--- src/rtl/sub_csel16_pipe.sv ---
// Two-stage valid/ready carry-select subtractor: diff = a - b - bin, with block
// borrow-generate/propagate and signed overflow for composing wider subtractors.
module sub_csel16_pipe #(
  parameter int N = 16
) (
  input  logic         clk,
  input  logic         rst,
  input  logic         in_valid,
  output logic         in_ready,
  input  logic [N-1:0] a,
  input  logic [N-1:0] b,
  input  logic         bin,
  output logic         out_valid,
  input  logic         out_ready,
  output logic [N-1:0] diff,
  output logic         bout,
  output logic         bgen,
  output logic         bprop,
  output logic         ovf
);
  localparam int M = N / 2;

  logic         s1_valid, s2_valid;
  logic         adv1, adv2;
  logic [M-1:0] a_lo, b_lo, a_hi, b_hi;
  logic [M-1:0] bin_ext, one_ext;

  logic [M-1:0] dlo, dh0, dh1;
  logic         gl, pl, gh, ph;
  logic         bin_r, amsb, bmsb;

  logic         sel;
  logic [M-1:0] dhi;

  assign adv2      = !s2_valid || out_ready;
  assign adv1      = !s1_valid || adv2;
  assign in_ready  = adv1;
  assign out_valid = s2_valid;

  assign a_lo    = a[M-1:0];
  assign b_lo    = b[M-1:0];
  assign a_hi    = a[N-1:M];
  assign b_hi    = b[N-1:M];
  assign bin_ext = {{(M-1){1'b0}}, bin};
  assign one_ext = {{(M-1){1'b0}}, 1'b1};

  // Stage 1: low half plus both high-half candidates, one per possible low borrow.
  always_ff @(posedge clk) begin
    if (rst) begin
      s1_valid <= 1'b0;
      dlo      <= '0;
      dh0      <= '0;
      dh1      <= '0;
      gl       <= 1'b0;
      pl       <= 1'b0;
      gh       <= 1'b0;
      ph       <= 1'b0;
      bin_r    <= 1'b0;
      amsb     <= 1'b0;
      bmsb     <= 1'b0;
    end else if (adv1) begin
      s1_valid <= in_valid;
      dlo      <= a_lo - b_lo - bin_ext;
      dh0      <= a_hi - b_hi;
      dh1      <= a_hi - b_hi - one_ext;
      gl       <= a_lo < b_lo;
      pl       <= a_lo == b_lo;
      gh       <= a_hi < b_hi;
      ph       <= a_hi == b_hi;
      bin_r    <= bin;
      amsb     <= a[N-1];
      bmsb     <= b[N-1];
    end
  end

  // Low-half borrow rebuilt from generate/propagate; identical to the low-half borrow-out.
  assign sel = gl | (pl & bin_r);
  assign dhi = sel ? dh1 : dh0;

  always_ff @(posedge clk) begin
    if (rst) begin
      s2_valid <= 1'b0;
      diff     <= '0;
      bout     <= 1'b0;
      bgen     <= 1'b0;
      bprop    <= 1'b0;
      ovf      <= 1'b0;
    end else if (adv2) begin
      s2_valid <= s1_valid;
      diff     <= {dhi, dlo};
      bout     <= gh | (ph & gl) | (ph & pl & bin_r);
      bgen     <= gh | (ph & gl);
      bprop    <= ph & pl;
      ovf      <= (amsb ^ bmsb) & (dhi[M-1] ^ amsb);
    end
  end

endmodule

--- config.mk ---
export PLATFORM = sky130hd
export DESIGN_NAME = sub_csel16_pipe
export DESIGN_NICKNAME = d
export VERILOG_FILES = /design/src/rtl/sub_csel16_pipe.sv
export SDC_FILE = /design/constraint.sdc
export NUM_CORES = 1
export LEC_CHECK = 0
export ABC_AREA = 1
export BUFFER_PORTS_ARGS = -buffer_cell sky130_fd_sc_hd__buf_2
export CORE_MARGIN = 10
export CORE_UTILIZATION = 56
export DETAILED_ROUTE_END_ITERATION = 12
export PLACE_DENSITY = 0.8
export SETUP_SLACK_MARGIN = 0.1
export SYNTH_ARGS = -nofsm -noshare
export SYNTH_HDL_FRONTEND = slang
export SYNTH_SLANG_ARGS = --single-unit
export TNS_END_PERCENT = 10
--- constraint.sdc ---
create_clock -name clk -period 2.1 [get_ports clk]
set_clock_uncertainty 0.15 [all_clocks]
set_input_delay 0.105 -clock clk [delete_from_list [all_inputs] [get_ports clk]]
set_output_delay 0.105 -clock clk [all_outputs]
set_load 0.05 [all_outputs]
==> results.cfg <==
[status]
status = finished, final reports clean

[sta]
relSlewSlack_pct = 63.9
worst_slew_pin_slew_ps = 541
setup_violations = 0
finalCritPeriodShare_pct = 88.8
rsz0062_at_grt = no
min_period_ps = 1860
hold_viol_final = 0
slew_viol_final = 0
fmax_ghz = 0.536

[synth]
synth_area_leaders = dfxtp_1 32%, inv_1 12%, ha_1 11%
synth_area_per_cell_sq_um = 6.88
synth_nets = 549
syn_area_sq_mm = 0.00330
synth_area_leader_cell = dfxtp_1
ys_seq_area_share_pct = 32.1
yosys_warnings = 0
synth_top_cell_area_share_pct = 32.1
ys_seq_elements = 53
netlist-cell-type-count = 35
synthCells = 480

[drt]
drtAntennaViolNets = 0
wire_per_inst_um = 12.0
finalWirelength_um = 7360
met3_length_um = 361
avgViaCountPerCell = 4.99
firstDrtPassIters = 5
wl_met1_um = 3580
met2WireLength_um = 3350
route.vias.total = 3065
maxUsedRoutingLayer = met4
drc = 0
drtIter0Drc = 194

[power_and_ir_drop]
ir_worst_vdd_mv = 0.375
power.density_mw_per_mm2 = 721
p_leak_nw = 2.21

[finish]
syn_to_final_growth_pct = 16.6
fin_nets = 610
antenna_cells = 0
final_util_pct = 68.6
drive_above_1_share_pct = 17.2
final_cell_count_no_fill = 614

[floorplan]
initial_utilization_pct = 58.9
io_pins = 59
die-area_sq_mm = 0.00936
row_count = 27
core-area_sq_mm = 0.00561
die_h_um = 96.8
die_x_um = 96.8

[place]
gp_congestion = 0.823
placed_cells = 601
portBuffers = 58
dp_hpwl_um = 5890

[global_routing]
grt_max_degree = 35
grt_use_total_pct = 15.7
antenna_found_initial = 0
grt_pass1_vias = 3009
grt_pass1_wl_um = 13100
overflow = 0

[worst_setup_path]
cp-end-kind = output port
worstPathArrival_ps = 1610
required_ps = 1850
cp-start-kind = flip-flop
crit_type = reg2out
cp_max_fo = 34

[clock_tree]
cts_tree = done
cts_max_level = 2
cts.sinks = 53
clkTransAtPathRegs_ps = 90
cts-buffers-inserted = 5
ctsLongestPathBuffers = 2
cts-root-buf = clkbuf_8
worstSkewPairLatency_ps = 300

[flow_run]
maxCapViolCount = 0

[min_path]
hold_class = in2reg
## layer usage
metal | vias up | track usage (%)
met5 | - | 0
met4 | 0 | 4.28
met3 | 7 | 3.34
met2 | 77 | 26.1
met1 | 1347 | 20.0
li1 | 1634 | -
## synthesized netlist by cell type (all sizes together)
cell type,instances
inv,108
nand2,84
dfxtp,53
a21oi,45
o21ai,43
nor2,33
nand3,30
ha,29
clkbuf,10
o21bai,8
buf,6
nand4,5
o211ai,5
fa,3
xor2,3
a21o,2
nor3,2
o31ai,2
or2,2
a211oi,1
a31oi,1
and2,1
o21a,1
o221ai,1
o41ai,1
xnor2,1
## placed cells by master (no fill, tap or decap), drive strengths merged, types with 3 or more instances in the layout
cell type,netlist,routed
a21oi,45,45
buf,6,66
clkbuf,10,5
dfxtp,53,53
dlygate4sd3,0,4
fa,3,3
ha,29,29
inv,108,108
nand2,84,84
nand3,30,30
nand4,5,5
nor2,33,33
o211ai,5,5
o21ai,43,43
o21bai,8,8
xor2,3,3
## worst max-delay path, cell delays in order, from the launching register on
cell and delay (ps):
dfxtp_2 330, inv_1 40, nor2_1 40, inv_1 80
nor2_2 50, inv_2 400, buf_2 370
## state kept, by name, indices dropped and copies added, names as in the netlist
signal	cells
bmsb	1
out_valid	1
dh0	8
amsb	1
dh1	8
bgen	1
gl	1
bin_r	1
pl	1
gh	1
ph	1
s1_valid	1
bprop	1
diff	16
bout	1
dlo	8
ovf	1
## path summary, 6_finish.rpt
path	depth (start not counted)	slack, ps	end	from
hold reg to reg	2	310	diff[6]	dlo[6]
setup / recovery	6	240	in_ready	out_valid
setup reg to reg	8	520	pl	out_valid
hold / removal	3	60	dlo[1]	b[1]
## where the power goes
part           internal (mW)  switching [mW]  leakage [nW]
sequential              1.11          0.0467         0.439
clock                  0.473           0.318        0.0681
combinational          0.286           0.538          1.70
total                   1.87           0.903          2.21
## kinds of logic after synthesis
| kind of cell | after synthesis | share of synthesized area (%) |
|---|---|---|
| and+or+nand+nor | 157 | 21.1 |
| buffers and inverters | 124 | 14.4 |
| AOI/OAI and AO/OA | 110 | 18.5 |
| DFF | 53 | 32.1 |
| adders and majority gates | 32 | 12.8 |
| xor gates and xnor gates | 4 | 1.06 |
## cell type report
cell class                      instances  area (sq um)
Clock buffer                            5          68.8
Clock inverter                          3          65.1
Fill cell                             548          1760
Inverter                              108           405
Multi-Input combinational cell        303          1770
Sequential cell                        53          1060
Tap cell                               72          90.1
Timing Repair Buffer                   70           390
## timing repair
item | in CTS | in global routing
resized for setup | 0 | 0
buffers inserted | 0 | 1
endpoints found under the hold margin | 4 | 0
setup endpoints to repair | 0 | 1
hold buffers | 4 | 0
## stage by stage
| step | setup TNS (ps) | instance area (sq um) | hold WS (ps) | power [mW] | setup slack [ps] |
|---|---|---|---|---|---|
| floorplan | 0 | 3300 | 78.9 | 1.79 | 228 |
| CTS | 0 | 3840 | 53.0 | 2.79 | 230 |
| global route | 0 | 3850 | 87.1 | 2.96 | 112 |
| global placement | 0 | 3670 | 175 | 1.97 | 46.2 |
| detailed placement | -19.4 | 3670 | 187 | 2.00 | -15.9 |
| finish | 0 | 3850 | 57.3 | 2.78 | 235 |
Note: power is estimated with default switching activity, not from simulation.
